[config.mk]
export PLATFORM = sky130hd
export DESIGN_NAME = ddc_edid_responder_flat
export DESIGN_NICKNAME = d
export VERILOG_FILES = /design/src/rtl/ddc_edid_responder_if.sv /design/src/rtl/ddc_edid_responder.sv /design/src/flat_wrapper.sv
export SDC_FILE = /design/constraint.sdc
export NUM_CORES = 1
export LEC_CHECK = 0
export CORE_ASPECT_RATIO = 1.1
export CORE_MARGIN = 1.5
export CORE_UTILIZATION = 45
export DETAILED_ROUTE_END_ITERATION = 12
export DONT_BUFFER_PORTS = 1
export GPL_TIMING_DRIVEN = 0
export PLACE_DENSITY = 0.7
export SLEW_MARGIN = 30
export SYNTH_ARGS = -nofsm -noshare
export SYNTH_HDL_FRONTEND = slang
export SYNTH_SLANG_ARGS = --single-unit
[constraint.sdc]
create_clock -name i_system_clock -period 3.5 [get_ports i_system_clock]
set_clock_uncertainty 0.15 [all_clocks]
set_input_delay 0.35 -clock i_system_clock [delete_from_list [all_inputs] [get_ports i_system_clock]]
set_output_delay 0.35 -clock i_system_clock [all_outputs]
set_load 0.1 [all_outputs]
[src/rtl/ddc_edid_responder_if.sv]
// DDC bus and EDID store signals of the EDID responder.
// slave = responder side, master = bus/store side.
interface ddc_edid_responder_if;
  logic       scl_input;
  logic       scl_output;
  logic       sda_input;
  logic       sda_output;
  logic [7:0] edid_address;
  logic [7:0] edid_data;
  logic       busy;
  logic [7:0] offset;

  modport slave (
    input  scl_input, sda_input, edid_data,
    output scl_output, sda_output, edid_address, busy, offset
  );

  modport master (
    output scl_input, sda_input, edid_data,
    input  scl_output, sda_output, edid_address, busy, offset
  );
endinterface

[src/rtl/ddc_edid_responder.sv]
// I2C/DDC target that serves bytes from an external EDID store.
// Open-drain outputs: 0 pulls the line low, 1 releases it; SCL is never stretched.
module ddc_edid_responder #(
  parameter logic [6:0]  DEVICE_ADDRESS = 7'h50,
  parameter int unsigned FILTER_CYCLES  = 4
) (
  input logic                  i_system_clock,
  input logic                  i_system_reset_n,
  ddc_edid_responder_if.slave  io_ddc
);

  typedef enum logic [2:0] {
    StIdle, StAddress, StAddressAck, StOffset, StOffsetAck, StTxByte, StTxAckWait, StIgnore
  } state_e;

  localparam logic [3:0] FilterLast = 4'(FILTER_CYCLES - 1);

  logic [1:0] r_rst_sync;
  logic [1:0] r_scl_sync, r_sda_sync;
  logic [3:0] r_scl_cnt, r_sda_cnt;
  logic       r_scl_f, r_sda_f, r_scl_prev, r_sda_prev, r_armed;
  state_e     r_state;
  logic       r_sda_out, r_busy, r_rw, r_first, r_ack_on, r_load;
  logic [7:0] r_offset, r_edid_addr, r_shift;
  logic [2:0] r_bit_cnt;

  logic       w_run, w_scl_rise, w_scl_fall, w_start, w_stop;
  logic [7:0] w_rx_byte;

  // Deassertion is released only after two clocks; assertion stays asynchronous.
  always_ff @(posedge i_system_clock or negedge i_system_reset_n) begin
    if (!i_system_reset_n) r_rst_sync <= 2'b00;
    else                   r_rst_sync <= {r_rst_sync[0], 1'b1};
  end
  assign w_run = r_rst_sync[1];

  always_ff @(posedge i_system_clock or negedge i_system_reset_n) begin
    if (!i_system_reset_n) begin
      r_scl_sync <= 2'b11;
      r_sda_sync <= 2'b11;
    end else begin
      r_scl_sync <= {r_scl_sync[0], io_ddc.scl_input};
      r_sda_sync <= {r_sda_sync[0], io_ddc.sda_input};
    end
  end

  always_ff @(posedge i_system_clock or negedge i_system_reset_n) begin
    if (!i_system_reset_n) begin
      r_scl_f    <= 1'b1;
      r_sda_f    <= 1'b1;
      r_scl_cnt  <= '0;
      r_sda_cnt  <= '0;
      r_scl_prev <= 1'b1;
      r_sda_prev <= 1'b1;
      r_armed    <= 1'b0;
    end else if (w_run) begin
      r_scl_prev <= r_scl_f;
      r_sda_prev <= r_sda_f;
      if (r_scl_sync[1] == r_scl_f) begin
        r_scl_cnt <= '0;
      end else if (r_scl_cnt == FilterLast) begin
        r_scl_f   <= r_scl_sync[1];
        r_scl_cnt <= '0;
      end else begin
        r_scl_cnt <= r_scl_cnt + 4'd1;
      end
      if (r_sda_sync[1] == r_sda_f) begin
        r_sda_cnt <= '0;
      end else if (r_sda_cnt == FilterLast) begin
        r_sda_f   <= r_sda_sync[1];
        r_sda_cnt <= '0;
      end else begin
        r_sda_cnt <= r_sda_cnt + 4'd1;
      end
      // Conditions are ignored until the real bus has been seen idle after reset.
      if (r_scl_f && r_sda_f && r_scl_sync[1] && r_sda_sync[1]) r_armed <= 1'b1;
    end
  end

  assign w_scl_rise = r_scl_f & ~r_scl_prev;
  assign w_scl_fall = ~r_scl_f & r_scl_prev;
  assign w_start    = r_armed & r_scl_f & r_scl_prev & ~r_sda_f & r_sda_prev;
  assign w_stop     = r_armed & r_scl_f & r_scl_prev & r_sda_f & ~r_sda_prev;
  assign w_rx_byte  = {r_shift[6:0], r_sda_f};

  always_ff @(posedge i_system_clock or negedge i_system_reset_n) begin
    if (!i_system_reset_n) begin
      r_state     <= StIdle;
      r_sda_out   <= 1'b1;
      r_busy      <= 1'b0;
      r_offset    <= '0;
      r_edid_addr <= '0;
      r_shift     <= '0;
      r_bit_cnt   <= '0;
      r_rw        <= 1'b0;
      r_first     <= 1'b0;
      r_ack_on    <= 1'b0;
      r_load      <= 1'b0;
    end else if (w_run) begin
      r_edid_addr <= r_offset;
      if (w_start) begin
        r_state   <= StAddress;
        r_bit_cnt <= '0;
        r_sda_out <= 1'b1;
        r_busy    <= 1'b0;
        r_ack_on  <= 1'b0;
        r_load    <= 1'b0;
      end else if (w_stop) begin
        r_state   <= StIdle;
        r_sda_out <= 1'b1;
        r_busy    <= 1'b0;
        r_ack_on  <= 1'b0;
        r_load    <= 1'b0;
      end else begin
        unique case (r_state)
          StAddress, StOffset: begin
            if (w_scl_rise) begin
              r_shift   <= w_rx_byte;
              r_bit_cnt <= r_bit_cnt + 3'd1;
              if (r_bit_cnt == 3'd7) begin
                if (r_state == StOffset) begin
                  if (r_first) begin
                    r_offset <= w_rx_byte;
                    r_first  <= 1'b0;
                  end
                  r_state <= StOffsetAck;
                end else if (w_rx_byte[7:1] == DEVICE_ADDRESS) begin
                  r_state <= StAddressAck;
                  r_rw    <= w_rx_byte[0];
                  r_first <= ~w_rx_byte[0];
                  r_busy  <= 1'b1;
                end else begin
                  r_state <= StIgnore;
                end
              end
            end
          end
          StAddressAck, StOffsetAck: begin
            // First fall drives the ACK, second fall ends the ACK bit.
            if (w_scl_fall) begin
              if (!r_ack_on) begin
                r_sda_out <= 1'b0;
                r_ack_on  <= 1'b1;
              end else begin
                r_ack_on  <= 1'b0;
                r_bit_cnt <= '0;
                if (r_state == StAddressAck && r_rw) begin
                  r_state   <= StTxByte;
                  r_shift   <= {io_ddc.edid_data[6:0], 1'b0};
                  r_sda_out <= io_ddc.edid_data[7];
                  r_offset  <= r_offset + 8'd1;
                end else begin
                  r_state   <= StOffset;
                  r_sda_out <= 1'b1;
                end
              end
            end
          end
          StTxByte: begin
            if (w_scl_fall) begin
              if (r_load) begin
                r_load    <= 1'b0;
                r_bit_cnt <= '0;
                r_shift   <= {io_ddc.edid_data[6:0], 1'b0};
                r_sda_out <= io_ddc.edid_data[7];
                r_offset  <= r_offset + 8'd1;
              end else if (r_bit_cnt == 3'd7) begin
                r_sda_out <= 1'b1;
                r_state   <= StTxAckWait;
              end else begin
                r_sda_out <= r_shift[7];
                r_shift   <= {r_shift[6:0], 1'b0};
                r_bit_cnt <= r_bit_cnt + 3'd1;
              end
            end
          end
          StTxAckWait: begin
            if (w_scl_rise) begin
              if (!r_sda_f) begin
                r_state <= StTxByte;
                r_load  <= 1'b1;
              end else begin
                r_state <= StIgnore;
                r_busy  <= 1'b0;
              end
            end
          end
          default: r_sda_out <= 1'b1;
        endcase
      end
    end
  end

  assign io_ddc.scl_output   = 1'b1;
  assign io_ddc.sda_output   = r_sda_out;
  assign io_ddc.edid_address = r_edid_addr;
  assign io_ddc.busy         = r_busy;
  assign io_ddc.offset       = r_offset;

endmodule

[src/flat_wrapper.sv]
// flat-port wrapper written by rule: the top's interface ports become plain ports
module ddc_edid_responder_flat 
#(
  parameter logic [6:0]  DEVICE_ADDRESS = 7'h50,
  parameter int unsigned FILTER_CYCLES  = 4
)
  (i_system_clock, i_system_reset_n, io_ddc_scl_input, io_ddc_sda_input, io_ddc_edid_data, io_ddc_scl_output, io_ddc_sda_output, io_ddc_edid_address, io_ddc_busy, io_ddc_offset);
  ddc_edid_responder_if io_ddc_i ();
  input logic i_system_clock;
  input logic i_system_reset_n;
  input wire logic [$bits(io_ddc_i.scl_input)-1:0] io_ddc_scl_input;
  input wire logic [$bits(io_ddc_i.sda_input)-1:0] io_ddc_sda_input;
  input wire logic [$bits(io_ddc_i.edid_data)-1:0] io_ddc_edid_data;
  output wire logic [$bits(io_ddc_i.scl_output)-1:0] io_ddc_scl_output;
  output wire logic [$bits(io_ddc_i.sda_output)-1:0] io_ddc_sda_output;
  output wire logic [$bits(io_ddc_i.edid_address)-1:0] io_ddc_edid_address;
  output wire logic [$bits(io_ddc_i.busy)-1:0] io_ddc_busy;
  output wire logic [$bits(io_ddc_i.offset)-1:0] io_ddc_offset;
  assign io_ddc_i.scl_input = io_ddc_scl_input;
  assign io_ddc_i.sda_input = io_ddc_sda_input;
  assign io_ddc_i.edid_data = io_ddc_edid_data;
  assign io_ddc_scl_output = io_ddc_i.scl_output;
  assign io_ddc_sda_output = io_ddc_i.sda_output;
  assign io_ddc_edid_address = io_ddc_i.edid_address;
  assign io_ddc_busy = io_ddc_i.busy;
  assign io_ddc_offset = io_ddc_i.offset;
  ddc_edid_responder #(.DEVICE_ADDRESS(DEVICE_ADDRESS), .FILTER_CYCLES(FILTER_CYCLES)) u_core (.i_system_clock(i_system_clock), .i_system_reset_n(i_system_reset_n), .io_ddc(io_ddc_i));
endmodule
======== Word-level counts from Yosys, hierarchy flattened ========
Index checks and enable logic that the tools add are counted.
Widths: inputs -> output; s select.
cells by class
  $add $sub $neg .......................... 4
  eq/ne operators ......................... 41
  multiplexer cells ....................... 77
  bitwise logic cells ..................... 17
  reduce and logical (&&, ||, !) cells .... 28
operators by type and width
  cell                 number
  $mux 8               16
  $mux 3               21
  $pmux 8 s3           2
  $ne 4x1->1 const B   9
  $mux 1               28
  $reduce_and 8->1     3
  $ne 2x1->1 const B   10
  $reduce_and 10->1    2
  $mux 4               4
  $ne 3x1->1 const B   5
  $reduce_and 13->1    1
  $eq 3x3->1 const B   4
  $pmux 3 s4           1
  $reduce_bool 4->1    3
  $not 1->1            9
  $pmux 3 s3           1
  $reduce_and 3->1     3
  $reduce_bool 3->1    3
  $add 4x1->4 const B  2
  $add 8x1->8 const B  1
  $and 1x1->1          8
  $eq 4x2->1 const B   2
  $ne 4x2->1 const B   2
  $ne 4x4->1 const B   2
  18 further kinds     25
storage, ports and cells
  flip-flop bits (word level) ............. 55
  bits of input ports ..................... 12
  output and inout bits ................... 19
  logic and storage cells ................. 188

======== Longest topological paths before layout ========
Gate-level depths: netlist (run 1).
  word-level depth ........................ 8
  mapped depth ............................ 7
  gate-level depth less buffers ........... 7

======== Least setup slack after synthesis (run 1) ========
OpenSTA, ideal clock, no wires.
  kind .................................... register to register
  from .................................... reg u_core.r_offset[0] (netlist: u_core.io_ddc.offset[0])
  to ...................................... reg u_core.r_offset[6] (netlist: u_core.io_ddc.offset[6])
  library setup time ...................... 0.080 ns
  arrival time ............................ 1.934 ns
  data required time ...................... 3.270 ns
  path slack .............................. 1.336 ns
  stages on the path, launching flop included .. 7
  period minus slack after synthesis ...... 2.164 ns
  cells stage by stage .................... dfrtp_1 ha_1 and3_1 and3_1 nor2_1 nor3_1 a2bb2oi_1
on the way
  word-level cells in the longest chain between the ends .. 5
  elaborated cells between the ends (all ways) .. 7
  classes of those cells .................. 1 x add/sub; 6 x mux
RTL lines
  item                    RTL line                                              RTL
  from (decl)             ddc_edid_responder.sv:24                              logic [7:0] r_offset, r_edid_addr, r_shift;
  from (signal assigned)  ddc_edid_responder.sv:123                             r_offset <= w_rx_byte;
  from (signal assigned)  ddc_edid_responder.sv:151                             r_offset <= r_offset + 8'd1;
  from (signal assigned)  ddc_edid_responder.sv:166                             r_offset <= r_offset + 8'd1;
  $add 8x1->8 *           ddc_edid_responder.sv:151, ddc_edid_responder.sv:166
  $mux 8                  ddc_edid_responder.sv:147                             if (r_state == StAddressAck && r_rw) begin
  $mux 8                  ddc_edid_responder.sv:141                             if (!r_ack_on) begin
  $mux 8                  ddc_edid_responder.sv:140                             if (w_scl_fall) begin
  $pmux 8 s3 *            ddc_edid_responder.sv:115                             unique case (r_state)
Every way passes the cells marked *; elsewhere a longest branch is shown, timed or not. The select of a mux whose other input is x is not followed.
A chain may end at the register's enable or synchronous reset.

======== Final worst setup path (run 1) ========
  from .................................... reg u_core.r_offset[1] (netlist: u_core.io_ddc.offset[1])
  to ...................................... reg u_core.r_offset[6] (netlist: u_core.io_ddc.offset[6])
The elaborated chain is that of the path after synthesis.

==> results.md, run 1 <==
- Run status: finished, final reports clean
- CORE AREA: 6590 sq um
- Final WL: 7240 um
- Wire length on met3: 374 um
- Initial drt markers: 241
- Number of library cell types mapped by synthesis: 70
- Placed cell area: 3160 sq um
- Fin area: 3330 sq um
- Synth Instances: 299
- Peak Freq: 421 MHz
- HPWL after DPL: 5140 um
- Total number of yosys warnings: 0
- DIE AREA: 7300 sq um
- Max-slew violations: 0
- CP dominant cell by count: and3_1
- First-pass GRT wire length: 11600 um
- Setup TNS Final: 0 ps
- Cell internal pwr: 1530 uW
- Area delta synth->final: 8.84%
- Number of diodes: 0
- Reg2reg setup slack: 1130 ps
- Number of synthesized flops with an enable pin: 0
- Slowest cell on crit path: dfrtp_1
- Share of the synthesized area in the top cell type: 0.377
- Crit share post-route: 0.678
- Die H: 89.4 um
- Crit-path cells: ha_1 > and3_1 > and3_1 > nor2_1 > nor3_1 > a2bb2oi_1
- Clock power frac: 0.123
- Top FF cell, synth: dfrtp_1
- Setup bufs post-CTS: 0
- Top Metal Used: met4
- Mapped Avg Cell Area: 10.2 sq um
- CTS resizes: 0
- Total global routing overflow: 0
- Critical path's top delay family: flip-flops
- # setup viols final: 0
- Post-route ant nets: 0
- Rel. slew slack: 0.329
- Clock buffer count from CTS: 5
- Hold buffer count at cts: 4
- Critical path depth: 6
- Placer Congestion: 0.902
- Worst EP required: 3600 ps
- Logic pwr share: 0.397
- FF+latch count, synth: 55
- Mapped cell area: 3060 sq um
- First-pass detailed-route iteration total: 4
- Slew @ Worst Pin: 1010 ps
- WP buf/inv: 0
- Crit end category: flip-flop
- Critical path startpoint category: flip-flop
- Drt drc: 0
- Via count: 2426
- Met2 Routed Length: 3660 um
- Largest net degree at the start of global routing: 56
- Initial core utilization: 0.464
- Post-synth top cells: dfrtp_1 (46), o21ai_0 (34), nand2_1 (22), mux2_2 (14), nand3_1 (14)
- CTS Sinks: 55
- CTS root buf: clkbuf_8
- Switch share: 0.521
- HP Class: input port to flip-flop
- Slowest cell delay on critical path: 1010 ps
- Asr flop ratio synth: 1.00
- Critical Setup Path Class: flip-flop to flip-flop
- Sequential share of the synthesized area: 0.454
- Leakage: 0.00143 uW
- TritonCTS clock tree: done
- Count leader, synth: dfrtp_1
- Peak supply drop: 0.553 mV
- Routed len/inst: 18.4 um
- Power, Total: 3200 uW
- Share of cells above drive strength 1: 0.199
- Crit path time final: 2370 ps
- # IOs: 31
- H-tree depth: 2
- CP Max Fanout: 6
- Vias per inst: 6.16
- Critical path arrival: 2470 ps
- Area contributors post-synth: dfrtp_1 (38%), dfstp_2 (7.7%), o21ai_0 (5.6%), mux2_2 (5.2%), mux2i_1 (3.3%)
- Pwr Density: 961 nW/um^2
- I/O Buffers: 0
- Unrepaired setup endpoints after global routing: no
- Final core utilization: 0.505
- Worst-path clk slew: 110 ps
- WL met1: 3110 um
- Max-cap viol count: 0
- Floorplan row count: 31
- DIE WIDTH: 81.6 um
- Worst Hold Depth: 2
- Initial antenna violation count: 0
- R2R depth: 6
- Vias in the first global route: 2311
- Sw Pwr: 1670 uW
- Area leader, netlist: dfrtp_1
- Tot GR Track Use: 0.209
- Nets: 328
- Final hold vios: 0
- Flop pwr share: 0.480
- Latest clock arrival within the worst-skew pair: 320 ps
- Maximum root-to-sink buffer count: 2
-- placed cells by master (no fill, tap or decap), types with 3 or more instances in the layout --
cell           synthesis  final
o311ai_0               3      3
dfrtp_2                0      3
inv_1                 10     10
dfrtp_1               46     43
dfstp_2                9      9
nand2_1               22     22
and3_1                 3      3
a21oi_1                6      6
mux2i_1               10     10
nor2_1                10     10
nand3_1               14     14
nor3_1                 7      7
clkbuf_8               0      5
a31oi_1                3      3
nand2b_1               3      3
o211ai_1               3      3
buf_2                  6      6
buf_4                  3      3
a2bb2oi_1              6      6
ha_1                   5      5
o31ai_1                3      3
dlygate4sd3_1          0      3
nand4_1                4      4
nor4_1                 3      3
o21ai_1                3      3
o21ai_0               34     34
nor2b_1                6      6
or3_1                  3      3
a211o_1                3      3
clkbuf_1               5      5
mux2_2                14     14
-- power groups by stage --
stage	Clock (uW)	Sequential [uW]	Combinational, uW
after global placement	0	1540	1220
after detailed placement	0	1550	1240
after floorplan	0	1480	1000
after CTS	407	1530	1260
after global routing	421	1570	1390
final	395	1530	1270
-- path summary, 6_finish.rpt --
path / start / endpoint
max in group asynchronous: i_system_reset_n / u_core.r_sda_sync[0]
worst min-delay path: io_ddc_edid_data[4] / u_core.r_shift[5]
worst min register to register: u_core.r_rst_sync[0] / u_core.r_rst_sync[1]
min in group asynchronous: i_system_reset_n / u_core.r_sda_cnt[0]
worst max-delay path: u_core.io_ddc.offset[1] / u_core.io_ddc.offset[6]
worst max register to register: u_core.io_ddc.offset[1] / u_core.io_ddc.offset[6]
-- stage by stage --
stage	setup slack, ps	instances	hold slack [ps]
2_1_floorplan	1340	300	-95.6
3_3_place_gp	1140	382	-94.6
3_5_place_dp	1130	382	-94.5
4_1_cts	1100	394	69.0
5_1_grt	984	394	74.8
6_report	1130	394	74.7
-- final cells by class --
cell class | count | area, sq um
flip-flops and latches | 55 | 1390
inverters | 11 | 41.3
fillers | 618 | 3270
multi-input cells | 218 | 1540
well taps | 82 | 103
clock inverters | 3 | 33.8
clock buffers | 5 | 68.8
repair buffers | 4 | 57.6
plain buffers | 16 | 93.8
-- flip-flops by register name (all words and copies together) (netlist names), 2 cells and up --
name                        count
u_core.r_sda_cnt                4
u_core.r_rst_sync               2
u_core.io_ddc.offset            8
u_core.r_bit_cnt                3
u_core.r_shift                  8
u_core.r_scl_cnt                4
u_core.io_ddc.edid_address      8
u_core.r_scl_sync               2
u_core.r_sda_sync               2
u_core.r_state                  3
-- metal layers --
layer,up-vias,GRT usage
li1,1142,-
met1,1210,0.270
met2,66,0.352
met3,8,0.0388
met4,0,0.0724
met5,-,0
-- kinds of logic after synthesis --
family	count (synthesis)	synth area share
mux	25	0.0880
xor+xnor	3	0.00860
fa+ha+maj	5	0.0205
other cells	1	0.00123
buf+inv	27	0.0442
simple gates	92	0.172
flops	55	0.454
compound gates	91	0.212
No activity file was read; power rests on OpenSTA's default activity.
==> run 2: changes to the inputs <==
- PLACE_DENSITY: 0.7 -> 0.72
- clock period: 3.5 -> 2 ns (I/O delays scaled with it)
==> run 2 against run 1 <==
The run now ends with negative setup slack left. Critical path depth rose by 1. Cell count grew 6.3%. Largest power group is now combinational cells. First-iteration DRC count is 2.5% higher. Final area rose by 13%. Worst hold slack lost 53 ps. Sequential cell count is the same.
==> results.md, run 2 (synthesis gave the netlist of run 1 again) <==
- Unrepaired setup endpoints after global routing: yes
- Final WL: 7770 um (+7.3%)
- Clock buffer count from CTS: 5 (unchanged)
- # setup viols final: 1 (+1)
- Rel. slew slack: 0.352 (+0.0233)
- Latest clock arrival within the worst-skew pair: 310 ps (about the same)
- First-pass detailed-route iteration total: 5 (+1)
- Pwr Density: 1660 nW/um^2 (+72%)
- H-tree depth: 2 (unchanged)
- Logic pwr share: 0.460 (+0.063)
- CP Max Fanout: 9 (+3)
- Initial antenna violation count: 0 (unchanged)
- Max-cap viol count: 0 (unchanged)
- Worst EP required: 2060 ps (-1540 ps)
- Total global routing overflow: 0 (unchanged)
- Commonest non-fill, non-tap cell in the layout: dfrtp_1
- First-pass GRT wire length: 12100 um (+4.8%)
- Share of cells above drive strength 1: 0.341 (+0.143)
- Flop pwr share: 0.437 (-0.043)
- Setup ws final: -7.64 ps (-1130 ps)
- Hold WS: 22.0 ps (-52.7 ps)
- Critical path arrival: 2070 ps (-400 ps)
- Tot GR Track Use: 0.218 (+0.00837)
- Slowest cell on crit path: dfstp_2
- Max-slew violations: 0 (unchanged)
- Post-route ant nets: 0 (unchanged)
- Crit share post-route: 1.00 (+0.326)
- Routed len/inst: 18.5 um (+0.91%)
- Run status: complete, but fails checks
- Fin area: 3750 sq um (+13%)
- Critical path's top delay family: flip-flops
- CTS root buf: clkbuf_8
- Initial core utilization: 0.464 (unchanged)
- Peak Freq: 498 MHz (+18%)
- Vias in the first global route: 2500 (+8.2%)
- CTS Sinks: 55 (unchanged)
- Drt drc: 0 (unchanged)
- Via count: 2622 (+8.1%)
- Final Non-Filler Cells: 419 (+6.3%)
- Clock power frac: 0.103 (-0.020)
- Number of diodes: 0 (unchanged)
- Worst-path clk slew: 110 ps (about the same)
- Placer Congestion: 0.970 (+7.5%)
- Slew @ Worst Pin: 972 ps (-34.9 ps)
- Critical Setup Path Class: flip-flop to flip-flop
- Failing checks: negative setup slack
- Most frequent cells in the layout: dfrtp_1 (39), o21ai_0 (26), buf_4 (15)
- Cell internal pwr: 3050 uW (+99%)
- Crit path time final: 2010 ps (-366 ps)
- Vias per inst: 6.26 (+1.6%)
- Initial drt markers: 247 (+2.5%)
- Largest net degree at the start of global routing: 56 (unchanged)
- HP Class: input port to flip-flop
- Leakage: 0.00156 uW (+9.2%)
- Maximum root-to-sink buffer count: 2 (unchanged)
- I/O Buffers: 0 (unchanged)
- Floorplan row count: 31 (unchanged)
- DIE WIDTH: 81.6 um (unchanged)
- Dpl cells: 382 (unchanged)
- WP buf/inv: 2 (+2)
- Critical path startpoint category: flip-flop
- Setup TNS Final: -7.64 ps (-7.64 ps)
- Placed cell area: 3170 sq um (+0.28%)
- Final hold vios: 0 (unchanged)
- Crit end category: flip-flop
- Slowest cell delay on critical path: 560 ps (-450 ps)
- Die H: 89.4 um (unchanged)
- Crit-path cells: buf_8 > nand3b_4 > a311oi_4 > buf_6 > o211a_1 > o211ai_1 > mux2_4
- Peak supply drop: 0.949 mV (+72%)
- CORE AREA: 6590 sq um (unchanged)
- Switch share: 0.510 (-0.0115)
- HPWL after DPL: 5040 um (-2.0%)
- DIE AREA: 7300 sq um (unchanged)
- Sw Pwr: 3170 uW (+90%)
- Area delta synth->final: 22.8%
- # IOs: 31 (unchanged)
- TritonCTS clock tree: done
- Nets: 353 (+7.6%)
[run 2: cell types whose count changed in the layout (fill, tap and decap cells not counted), sizes merged]
cell / previous run / this run
buf: 12 / 30
clkinvlp: 0 / 1
clkbuf: 10 / 9
dlygate4sd3: 3 / 10
o21ai: 38 / 39
inv: 13 / 12
[run 2: area by class of cell]
type                    instances  area [sq um]
clock buffers                   5          68.8
fillers                       574          2840
inverters                      11          41.3
repair buffers                 28           279
multi-input cells             219          1720
well taps                      82           103
plain buffers                  16           118
flip-flops and latches         55          1400
clock inverters                 3          23.8
[run 2: per-stage QoR]
| step | util | total power, uW | setup WS, ps |
|---|---|---|---|
| after CTS | 0.538 | 5820 | -58.8 |
| after detailed placement | 0.481 | 4870 | -184 |
| final | 0.569 | 6220 | -7.64 |
| after global routing | 0.569 | 6570 | -101 |
| after global placement | 0.481 | 4830 | -188 |
| after floorplan | - | 4360 | 2.97 |
[run 2: power by group through the flow]
stage / combinational (uW) / sequential, uW / clock, uW
after detailed placement: 2170 / 2690 / 0
final: 2860 / 2720 / 641
after CTS: 2470 / 2680 / 665
after floorplan: 1770 / 2590 / 0
after global placement: 2150 / 2680 / 0
after global routing: 3090 / 2780 / 700
[run 2: final timing paths]
kind	cells after the start	from	slack, ps	to
max	7	u_core.r_scl_f	-8	u_core.r_bit_cnt[0]
min	2	io_ddc_edid_data[7]	20	u_core.io_ddc.sda_output
max reg2reg	7	u_core.r_scl_f	-8	u_core.r_bit_cnt[0]
min reg2reg	0	u_core.r_rst_sync[0]	210	u_core.r_rst_sync[1]
max in group asynchronous	2	i_system_reset_n	1150	u_core.r_sda_prev
min in group asynchronous	2	i_system_reset_n	260	u_core.r_sda_cnt[0]
[run 2: metal layers]
metal	track usage	wire length, um	vias up
met5	0	0	-
met4	0.0909	235	0
met3	0.0367	371	24
met2	0.361	3770	110
met1	0.281	3390	1293
li1	-	-	1195
[run 2: what timing repair did]
item	4_1_cts	5_1_grt
pin swaps	5	9
hold buffers	11	0
endpoints found under the hold margin	64	0
setup endpoints to repair	32	28
cloned	1	1
gates resized for setup	26	43
setup buffers	6	10
